## config.mk

```make
export PLATFORM = sky130hd
export DESIGN_NAME = carga_matrices_flat
export DESIGN_NICKNAME = d
export VERILOG_FILES = /design/src/rtl/mult_mat_pkg.sv /design/src/rtl/carga_matrices_if.sv /design/src/rtl/carga_contador.sv /design/src/rtl/carga_matrices.sv /design/src/flat_wrapper.sv
export SDC_FILE = /design/constraint.sdc
export NUM_CORES = 1
export LEC_CHECK = 0
export BUFFER_PORTS_ARGS = -buffer_cell sky130_fd_sc_hd__buf_4
export CORE_MARGIN = 2
export CORE_UTILIZATION = 40
export CTS_BUF_LIST = sky130_fd_sc_hd__clkbuf_4
export DETAILED_ROUTE_END_ITERATION = 6
export SYNTH_ARGS = -nofsm -noshare
export SYNTH_HDL_FRONTEND = slang
export SYNTH_SLANG_ARGS = --single-unit
export TNS_END_PERCENT = 5
```

## constraint.sdc

```tcl
create_clock -name clk -period 4.6 [get_ports clk]
set_clock_uncertainty 0.2 [all_clocks]
set_input_delay 0.69 -clock clk [delete_from_list [all_inputs] [get_ports clk]]
set_output_delay 0.69 -clock clk [all_outputs]
set_load 0.05 [all_outputs]
```

## src/rtl/mult_mat_pkg.sv

```systemverilog
// Shared definitions for mult_mat and its operand loader carga_matrices.
// Holds element/matrix widths, the loader state enum and a slice helper.
package mult_mat_pkg;

    localparam int ELEM_W = 3;
    localparam int N_ELEM = 4;
    localparam int MAT_W  = ELEM_W * N_ELEM;
    localparam int CNT_W  = $clog2(N_ELEM);

    typedef logic [ELEM_W-1:0] elem_t;
    typedef logic [MAT_W-1:0]  mat_t;
    typedef logic [CNT_W-1:0]  cnt_t;

    typedef enum logic [2:0] {
        LOAD_A,
        LOAD_B,
        EN,
        HOLD,
        DONE
    } state_t;

    // LSB position of element k inside a packed operand word.
    function automatic int elem_lsb(cnt_t k);
        return int'(k) * ELEM_W;
    endfunction

endpackage

```

## src/rtl/carga_matrices_if.sv

```systemverilog
// Element stream into the matrix loader: one element per accepted cycle.
// Ports: dato_in (element), dato_valid (source offers), dato_ready (loader accepts).
interface carga_matrices_if;

    mult_mat_pkg::elem_t dato_in;
    logic                dato_valid;
    logic                dato_ready;

    modport master (
        output dato_in,
        output dato_valid,
        input  dato_ready
    );

    modport slave (
        input  dato_in,
        input  dato_valid,
        output dato_ready
    );

endinterface

```

## src/rtl/carga_contador.sv

```systemverilog
// Loadable down-counter with terminal-count flag (count == 0).
// Ports: clk, rst (sync high), load/load_val, dec (step down), tc.
module carga_contador #(
    parameter int W = 8
) (
    input  logic         clk,
    input  logic         rst,
    input  logic         load,
    input  logic [W-1:0] load_val,
    input  logic         dec,
    output logic         tc
);

    logic [W-1:0] count;

    always_ff @(posedge clk) begin
        if (rst) begin
            count <= '0;
        end else if (load) begin
            count <= load_val;
        end else if (dec && count != '0) begin
            count <= count - 1'b1;
        end
    end

    assign tc = (count == '0);

endmodule

```

## src/rtl/carga_matrices.sv

```systemverilog
// Loader for mult_mat: packs 4+4 streamed elements into matriz_A/B, then
// pulses clk_enable for EN_CYCLES, holds HOLD_CYCLES, pulses listo.
// Ports: clk, rst (sync high), stream (slave), matriz_A/B, clk_enable,
// ocupado, listo, error. Optional macro CARGA_TIMEOUT_EN adds TIMEOUT abort.
module carga_matrices
    import mult_mat_pkg::*;
#(
    parameter int EN_CYCLES   = 2,
    parameter int HOLD_CYCLES = 1
`ifdef CARGA_TIMEOUT_EN
    ,
    parameter int TIMEOUT     = 255
`endif
) (
    input  logic              clk,
    input  logic              rst,
    carga_matrices_if.slave   stream,
    output mat_t              matriz_A,
    output mat_t              matriz_B,
    output logic              clk_enable,
    output logic              ocupado,
    output logic              listo,
    output logic              error
);

    localparam cnt_t LAST = cnt_t'(N_ELEM - 1);

    state_t     state, state_nx;
    cnt_t       cnt;
    mat_t       work_a, work_b;
    logic       xfer, last;
    logic       win_load, win_dec, win_tc;
    logic [7:0] win_val;
    logic       fire;

    assign stream.dato_ready = (state == LOAD_A) || (state == LOAD_B);
    assign xfer       = stream.dato_valid && stream.dato_ready;
    assign last       = xfer && (cnt == LAST);
    assign clk_enable = (state == EN);
    assign ocupado    = (state == EN) || (state == HOLD);
    assign listo      = (state == DONE);

`ifdef CARGA_TIMEOUT_EN
    logic armed, to_tc, error_q;

    // Idle tracking only while a pair is partially loaded.
    assign armed = ((state == LOAD_A) && (cnt != '0)) || (state == LOAD_B);
    assign fire  = armed && !xfer && to_tc;

    carga_contador #(.W(8)) u_timeout (
        .clk      (clk),
        .rst      (rst),
        .load     (xfer || !armed),
        .load_val (8'(TIMEOUT - 1)),
        .dec      (armed && !xfer),
        .tc       (to_tc)
    );

    always_ff @(posedge clk) begin
        if (rst) error_q <= 1'b0;
        else     error_q <= fire;
    end

    assign error = error_q;
`else
    assign fire  = 1'b0;
    assign error = 1'b0;
`endif

    carga_contador #(.W(8)) u_window (
        .clk      (clk),
        .rst      (rst),
        .load     (win_load),
        .load_val (win_val),
        .dec      (win_dec),
        .tc       (win_tc)
    );

    always_ff @(posedge clk) begin
        if (rst) state <= LOAD_A;
        else     state <= state_nx;
    end

    always_comb begin
        state_nx = state;
        win_load = 1'b0;
        win_val  = '0;
        win_dec  = 1'b0;
        unique case (state)
            LOAD_A: begin
                if (last) state_nx = LOAD_B;
            end
            LOAD_B: begin
                if (last) begin
                    state_nx = EN;
                    win_load = 1'b1;
                    win_val  = 8'(EN_CYCLES - 1);
                end
            end
            EN: begin
                if (win_tc) begin
                    if (HOLD_CYCLES == 0) begin
                        state_nx = DONE;
                    end else begin
                        state_nx = HOLD;
                        win_load = 1'b1;
                        win_val  = 8'(HOLD_CYCLES - 1);
                    end
                end else begin
                    win_dec = 1'b1;
                end
            end
            HOLD: begin
                if (win_tc) state_nx = DONE;
                else        win_dec  = 1'b1;
            end
            DONE:    state_nx = LOAD_A;
            default: state_nx = LOAD_A;
        endcase
        if (fire) state_nx = LOAD_A;
    end

    always_ff @(posedge clk) begin
        if (rst) begin
            cnt      <= '0;
            work_a   <= '0;
            work_b   <= '0;
            matriz_A <= '0;
            matriz_B <= '0;
        end else if (fire) begin
            cnt    <= '0;
            work_a <= '0;
            work_b <= '0;
        end else if (xfer) begin
            if (state == LOAD_A) begin
                work_a[elem_lsb(cnt) +: ELEM_W] <= stream.dato_in;
            end else begin
                work_b[elem_lsb(cnt) +: ELEM_W] <= stream.dato_in;
            end
            cnt <= (cnt == LAST) ? '0 : cnt + cnt_t'(1);
            // Last B element bypasses work_b so both words issue together.
            if (state == LOAD_B && cnt == LAST) begin
                matriz_A <= work_a;
                matriz_B <= {stream.dato_in, work_b[MAT_W-ELEM_W-1:0]};
            end
        end
    end

endmodule
```

## src/flat_wrapper.sv

```systemverilog
// flat-port wrapper written by rule: the top's interface ports become plain ports
module carga_matrices_flat import mult_mat_pkg::*;
#(
    parameter int EN_CYCLES   = 2,
    parameter int HOLD_CYCLES = 1

)
  (clk, rst, matriz_A, matriz_B, clk_enable, ocupado, listo, error, stream_dato_in, stream_dato_valid, stream_dato_ready);
  carga_matrices_if stream_i ();
  input  logic clk;
  input  logic rst;
  output mat_t matriz_A;
  output mat_t matriz_B;
  output logic clk_enable;
  output logic ocupado;
  output logic listo;
  output logic error;
  input wire logic [$bits(stream_i.dato_in)-1:0] stream_dato_in;
  input wire logic [$bits(stream_i.dato_valid)-1:0] stream_dato_valid;
  output wire logic [$bits(stream_i.dato_ready)-1:0] stream_dato_ready;
  assign stream_i.dato_in = stream_dato_in;
  assign stream_i.dato_valid = stream_dato_valid;
  assign stream_dato_ready = stream_i.dato_ready;
  carga_matrices #(.EN_CYCLES(EN_CYCLES), .HOLD_CYCLES(HOLD_CYCLES)) u_core (.clk(clk), .rst(rst), .stream(stream_i), .matriz_A(matriz_A), .matriz_B(matriz_B), .clk_enable(clk_enable), .ocupado(ocupado), .listo(listo), .error(error));
endmodule
```

==> results of run 1 <==
==> cells by family (layout without fill, tap and decap cells) <==
group / after synthesis / count (layout)
buf+inv: 22 / 55
compound gates: 46 / 46
fa+ha+maj: 7 / 7
mux: 14 / 14
simple gates: 134 / 134
other cells: 1 / 1
xor+xnor: 5 / 5
flops: 58 / 58
==> routing by layer <==
metal,GRT usage [%],routed length [um],vias to the layer above
li1,-,-,1016
met1,18.7,2330,875
met2,26.3,2200,36
met3,7.69,238,5
met4,5.50,64,0
met5,0,0,-
==> state kept, by name, indices dropped and copies added, names as in the netlist <==
name,flops
u_core.cnt,2
u_core.work_a,12
u_core.matriz_A,12
u_core.state,3
u_core.matriz_B,12
u_core.work_b,9
u_core.u_window.count,8
==> final cells by class <==
cell class / count / area, sq um
multi-input combinational: 207 / 1150
clock buffer: 9 / 67.6
tap: 75 / 93.8
fill: 627 / 3070
timing repair buffer: 33 / 248
sequential: 58 / 1160
inverter: 6 / 22.5
clock inverter: 7 / 70.1
==> worst max path at each step <==
| stage | startpoint | endpoint | slack (ps) | cells after the start |
|---|---|---|---|---|
| global placement | stream_dato_valid | u_core.matriz_B[2]$_SDFFE_PP0P_ | 1570 | 5 |
| finish | u_core.state[1]$_SDFFE_PP0P_ | u_core.matriz_B[6]$_SDFFE_PP0P_ | 1780 | 4 |
| global route | u_core.state[1]$_SDFFE_PP0P_ | u_core.matriz_A[4]$_SDFFE_PP0P_ | 1550 | 4 |
| detailed placement | stream_dato_valid | u_core.matriz_A[0]$_SDFFE_PP0P_ | 1400 | 5 |
| floorplan | u_core.state[2]$_SDFFE_PP0P_ | listo | 2120 | 1 |
| CTS | u_core.state[1]$_SDFFE_PP0P_ | u_core.matriz_B[6]$_SDFFE_PP0P_ | 1760 | 4 |
==> power breakdown <==
| group | leakage (nW) | internal (mW) | switching, mW | total (mW) |
|---|---|---|---|---|
| clock | 0.0639 | 0.163 | 0.197 | 0.360 |
| combinational | 0.591 | 0.0163 | 0.0302 | 0.0465 |
| sequential | 0.467 | 0.505 | 0.00323 | 0.508 |
| total | 1.12 | 0.684 | 0.230 | 0.914 |
==> critical path: stages (launching register included) <==
cell and delay, ps:
dfxtp_1 400, nor4bb_1 940, nand2_1 810, nand2_1 240
a21oi_1 90
==> cell usage in the layout, fill, tap and decap left out, types with 3 or more instances in the layout <==
master and n:
nand2_1 66, dfxtp_1 58, a21oi_1 40, buf_4 33, nor2_1 29, mux2i_1 14
clkbuf_4 9, nand3_1 7, ha_1 7, inv_1 6, and2_1 6, nor3b_1 5
xnor2_1 5, nand4_1 4, clkinvlp_4 4, and3_1 3
==> metrics.md, run 1 <==
| Metric | Value |
|---|---|
| Status | `complete, no violations` |
| Net count after synthesis | `300` |
| Die width | `roughly 80 um` |
| Slew HR | `around 27%` |
| Synthesized area | `2430 sq um` |
| Dpl cells | `around 380` |
| Area leader, netlist | `dfxtp_1` |
| CTS resizes | `0` |
| Worst Hold Path EP | `u_core.matriz_A[4]$_SDFFE_PP0P_` |
| WS Path Type | `flip-flop to flip-flop` |
| Main combinational cell family by area after synthesis | `simple AND/OR/NAND/NOR gates` |
| Total power draw | `0.914 mW` |
| Total GRT Usage | `16.2%` |
| Vias | `1932` |
| Reg2Reg Setup Slack | `approximately 1800 ps` |
| Cell count after synthesis | `287` |
| Startpoint types | `flip-flop` |
| # setup viols final | `0` |
| CTS buffer count | `9` |
| Final core occ | `a little under half` |
| Clock latency on the worst-skew pair | `about 410 ps` |
| CTS Hold Bufs | `0` |
| Crit path time final | `approximately 2800 ps` |
| Seq cells post-synth | `58` |
| Final critical-path share of the clock period | `about three fifths` |
| Root Driver | `clkbuf_4` |
| Layout Nets | `328` |
| IO buf count | `33` |
| Die area | `6700 sq um` |
| XOR/XNOR share of the synthesized area | `under 10%` |
| DP Area | `2680 sq um` |
| Number of antenna violations at the first check in global routing | `0` |
| Reg-to-Reg Start | `u_core.state[1]$_SDFFE_PP0P_` |
| Crit path DAT | `roughly 2900 ps` |
| Synth top cells by count | `nand2_1 (66), dfxtp_1 (58), a21oi_1 (40)` |
| Most frequent cell after synthesis | `nand2_1` |
| Sequential area share after synthesis | `around 48%` |
| Synth Area in Compound Gates | `about a tenth` |
| Max Slew Vio Count | `0` |
| CTS tree | `built` |
| Non-Filler Instances | `between 300 and 400` |
| Cell variety after synth | `36` |
| Final wirelength | `4840 um` |
| Synth top area share | `between 40 and 50%` |
| DPL Wire Length | `~3200 um` |
| Worst slew pin tran | `between 1000 and 1500 ps` |
| Die Y | `81.9 um` |
| Post-DR wirelength/cell | `approximately 12 um` |
| Yosys warns | `0` |
| Finished Cell Area | `2820 sq um` |
| Final hold vios | `0` |
| CTS Sinks | `between 50 and 60` |
| Initial core utilization | `41.2%` |
| Cells on worst reg2reg path | `4` |
| Setup Buffers After CTS | `0` |
| Max rail drop VDD | `roughly 0.16 mV` |
| Main synth FF type | `dfxtp_1` |
| Area Overhead vs Synth | `16.1%` |
| Proportion of synthesized area in mux cells | `under 10%` |
| Synth Area per Inst | `8.45 sq um` |
| Antenna-violating nets left | `0` |
| Vias per cell | `about 4.9` |
| Max cap viols | `0` |
| Power Density | `~320 nW/um^2` |
| Min-delay worst type | `flip-flop to flip-flop` |
| Top cells by area, synth | `dfxtp_1 (48%), nand2_1 (10%), a21oi_1 (8.3%)` |
| Crit. End Element | `flip-flop` |
| Clk pin slew, worst setup/hold paths | `100 ps` |
| H-tree Lvls | `3` |
| Maximum operating frequency | `around 360 MHz` |
| Residual DRC count | `0` |
| Gpl congestion | `between 0.7 and 0.8` |
| Core Box Area | `between 5000 and 6000 sq um` |
| Hold slack final | `between 200 and 300 ps` |
| Share of layout cells above drive strength 1 | `about 18%` |
| Grt ovf | `0` |
| CP Data Required Time | `about 4700 ps` |
| RSZ-0062 raised after global routing | `false` |
| PnR worst setup slack | `about 1800 ps` |
| Rows | `28` |
| Pre-CTS WS | `1400 ps` |
| Leak | `between 1 and 1.5 nW` |
| Number of synthesized flops with an enable pin | `0` |
| Crit path max fanout | `26` |
| Clock tree buffer depth | `2` |
| Adder-Cell Fraction of Synth Area | `approximately 3.6%` |
| Synth Area in Simple Gates | `between 20% and 30%` |
| Diode count | `0` |
| Largest net degree at the start of global routing | `between 50 and 60` |
| Final TNS setup | `0 ps` |
| Drt pass-1 iters | `4` |
| I/O pins | `35` |
| Hold path start | `u_core.work_a[4]$_SDFFE_PP0P_` |
| WHS Path Cells | `2` |
| First-pass GRT wire length | `~8000 um` |
| Vias in the first global route | `between 1.5k and 2k` |
| Starting DRT DRC Count | `~100` |
| FFs w/ async S/R, synth | `0%` |
| RR Endpoint | `u_core.matriz_B[6]$_SDFFE_PP0P_` |
Power figures use the tool's default switching activity.
==> run 2, diff against run 1 <==
==> constraint.sdc (replaced) <==
create_clock -name clk -period 2.5 [get_ports clk]
set_clock_uncertainty 0.2 [all_clocks]
set_input_delay 0.375 -clock clk [delete_from_list [all_inputs] [get_ports clk]]
set_output_delay 0.375 -clock clk [all_outputs]
set_load 0.05 [all_outputs]
==> run 2 against run 1 <==
  * Via count increased by 0.93%
  * Worst setup slack got worse by 1400 ps
  * Clock-buffer cell count increased by 1
  * Wire length increased by 2.2%
  * First-iteration DRC count decreased by 40%
  * Critical endpoint is now clk_enable
==> metrics.md, run 2 (synthesized netlist as in run 1, its figures left out) <==
| Metric | Value |
|---|---|
| Status | `complete, no violations (unchanged)` |
| Max rail drop VDD | `0.409 mV (was 0.158 mV)` |
| Leak | `1.16 nW (was 1.12 nW)` |
| Pre-CTS WS | `493 ps (was 1400 ps)` |
| Slew HR | `52.2% (was 27.0%)` |
| Rows | `28 (unchanged)` |
| Clock tree buffer depth | `2 (unchanged)` |
| RSZ-0062 raised after global routing | `false (unchanged)` |
| Drt pass-1 iters | `4 (unchanged)` |
| Commonest cells after routing, fill and taps aside | `nand2_1 (66), dfxtp_1 (58), a21oi_1 (40) (unchanged)` |
| Die width | `81.9 um (unchanged)` |
| Crit. End Element | `output pin (was flip-flop)` |
| Startpoint types | `flip-flop (unchanged)` |
| Total GRT Usage | `16.1% (was 16.2%)` |
| Post-DR wirelength/cell | `12.4 um (was 12.2 um)` |
| Share of layout cells above drive strength 1 | `18.2% (was 17.5%)` |
| Starting DRT DRC Count | `61 (was 101)` |
| Max Slew Vio Count | `0 (unchanged)` |
| Antenna-violating nets left | `0 (unchanged)` |
| WS Path Type | `flip-flop to output pin (was flip-flop to flip-flop)` |
| WHS Path Cells | `3 (was 2)` |
| FILL cells | `594 (was 627)` |
| Die Y | `81.9 um (unchanged)` |
| Vias in the first global route | `1685 (was 1730)` |
| Residual DRC count | `0 (unchanged)` |
| Reg2Reg Setup Slack | `540 ps (was 1780 ps)` |
| Total power draw | `1.78 mW (was 0.914 mW)` |
| Vias | `1950 (was 1932)` |
| Diode count | `0 (unchanged)` |
| Layout Nets | `332 (was 328)` |
| Maximum operating frequency | `480 MHz` |
| Most common cell after layout, fill and taps aside | `nand2_1 (unchanged)` |
| Crit path time final | `2080 ps` |
| Initial core utilization | `41.2% (unchanged)` |
| Final hold vios | `0 (unchanged)` |
| Root Driver | `clkbuf_4 (unchanged)` |
| Core Box Area | `5890 sq um (unchanged)` |
| CTS Hold Bufs | `0 (unchanged)` |
| Vias per cell | `4.89 (about the same)` |
| CTS buffer count | `9 (unchanged)` |
| Number of antenna violations at the first check in global routing | `0 (unchanged)` |
| Crit path DAT | `1510 ps (was 2880 ps)` |
| PnR worst setup slack | `416 ps (was 1780 ps)` |
| Setup Buffers After CTS | `0 (unchanged)` |
| Cells on worst reg2reg path | `6 (was 4)` |
| # setup viols final | `0 (unchanged)` |
| Largest net degree at the start of global routing | `37 (was 53)` |
| IO buf count | `33 (unchanged)` |
| Gpl congestion | `0.784 (was 0.795)` |
| H-tree Lvls | `3 (unchanged)` |
| Hold path start | `stream_dato_in[2] (was u_core.work_a[4]$_SDFFE_PP0P_)` |
| Clk pin slew, worst setup/hold paths | `100 ps (about the same)` |
| CTS Sinks | `58 (unchanged)` |
| RR Endpoint | `u_core.work_a[8]$_SDFFE_PP0P_ (was u_core.matriz_B[6]$_SDFFE_PP0P_)` |
| Final critical-path share of the clock period | `between 80% and 90%` |
| Crit path max fanout | `9 (was 26)` |
| Power Density | `621 nW/um^2 (was 325 nW/um^2)` |
| Reg-to-Reg Start | `u_core.cnt[0]$_SDFFE_PP0P_ (was u_core.state[1]$_SDFFE_PP0P_)` |
| DPL Wire Length | `3410 um (was 3220 um)` |
| First-pass GRT wire length | `8140 um (was 8050 um)` |
| Area Overhead vs Synth | `18.2% (was 16.1%)` |
| Grt ovf | `0 (unchanged)` |
| Min-delay worst type | `input pin to flip-flop (was flip-flop to flip-flop)` |
| I/O pins | `35 (unchanged)` |
| Final wirelength | `4940 um (was 4840 um)` |
| Die area | `6700 sq um (unchanged)` |
| CTS resizes | `0 (unchanged)` |
| CTS tree | `built (unchanged)` |
| CP Data Required Time | `1920 ps (was 4670 ps)` |
| Worst slew pin tran | `711 ps (was 1080 ps)` |
| Max cap viols | `0 (unchanged)` |
| Clock latency on the worst-skew pair | `400 ps (was 410 ps)` |
| Worst Hold Path EP | `u_core.matriz_B[11]$_SDFFE_PP0P_ (was u_core.matriz_A[4]$_SDFFE_PP0P_)` |
| Largest registers | `u_core.matriz_A: 12 flops, u_core.matriz_B: 12 flops, u_core.work_a: 12 flops (unchanged)` |
| Final TNS setup | `0 ps (unchanged)` |
==> run 2: cell count changes in the layout (fill, tap and decap cells not counted) <==
cell and delta:
buf_4 +4, clkinv_1 +1, clkbuf_4 +1, clkinvlp_4 -3
bufinv_16 +1
==> run 2: critical path, cell delays in order (launching register included) <==
cell,delay (ps)
dfxtp_1,500
nand2b_1,210
nor2_1,180
buf_4,220
==> run 2: worst max path at each step <==
stage                     cells past startpoint  slack, ps                                    end                         start
after floorplan                               1        330                                  listo  u_core.state[2]$_SDFFE_PP0P_
after global placement                        5        560  u_core.u_window.count[2]$_SDFFE_PP0P_             stream_dato_valid
after detailed placement                      5        490  u_core.u_window.count[5]$_SDFFE_PP0P_             stream_dato_valid
after CTS                                     3        390                             clk_enable  u_core.state[1]$_SDFFE_PP0P_
after global routing                          3        260                             clk_enable  u_core.state[1]$_SDFFE_PP0P_
final                                         3        420                             clk_enable  u_core.state[1]$_SDFFE_PP0P_
==> run 2: per-layer routing <==
| layer | global-route usage [%] | vias to the layer above | part of all wire, % |
|---|---|---|---|
| met5 | 0 | - | 0 |
| met4 | 4.50 | 0 | 1.2 |
| met3 | 7.03 | 7 | 5.2 |
| met2 | 24.2 | 36 | 44 |
| met1 | 21.0 | 878 | 49 |
| li1 | - | 1029 | - |
==> run 2: power by group <==
group,internal [mW],switching (mW),total (mW)
Combinational,0.0320,0.0562,0.0882
Clock,0.410,0.345,0.756
Sequential,0.929,0.00608,0.935
==> run 2: through the flow <==
stage / hold slack, ps / utilization [%] / instance area, sq um / std cells
global route: 37.4 / 48.7 / 2870 / 399
floorplan: 232 / - / 2430 / 287
global placement: 243 / 46.0 / 2710 / 383
detailed placement: 247 / 46.0 / 2710 / 383
finish: 49.5 / 48.7 / 2870 / 399
CTS: 35.2 / 48.7 / 2870 / 399
==> run 2: final cells by class <==
| type | count | area (sq um) | area share (%) |
|---|---|---|---|
| sequential | 58 | 1160 | 40.5 |
| inverter | 6 | 22.5 | 0.786 |
| multi-input combinational | 207 | 1150 | 40.3 |
| clock buffer | 10 | 75.1 | 2.62 |
| timing repair buffer | 37 | 278 | 9.69 |
| tap | 75 | 93.8 | 3.27 |
| clock inverter | 6 | 81.3 | 2.84 |
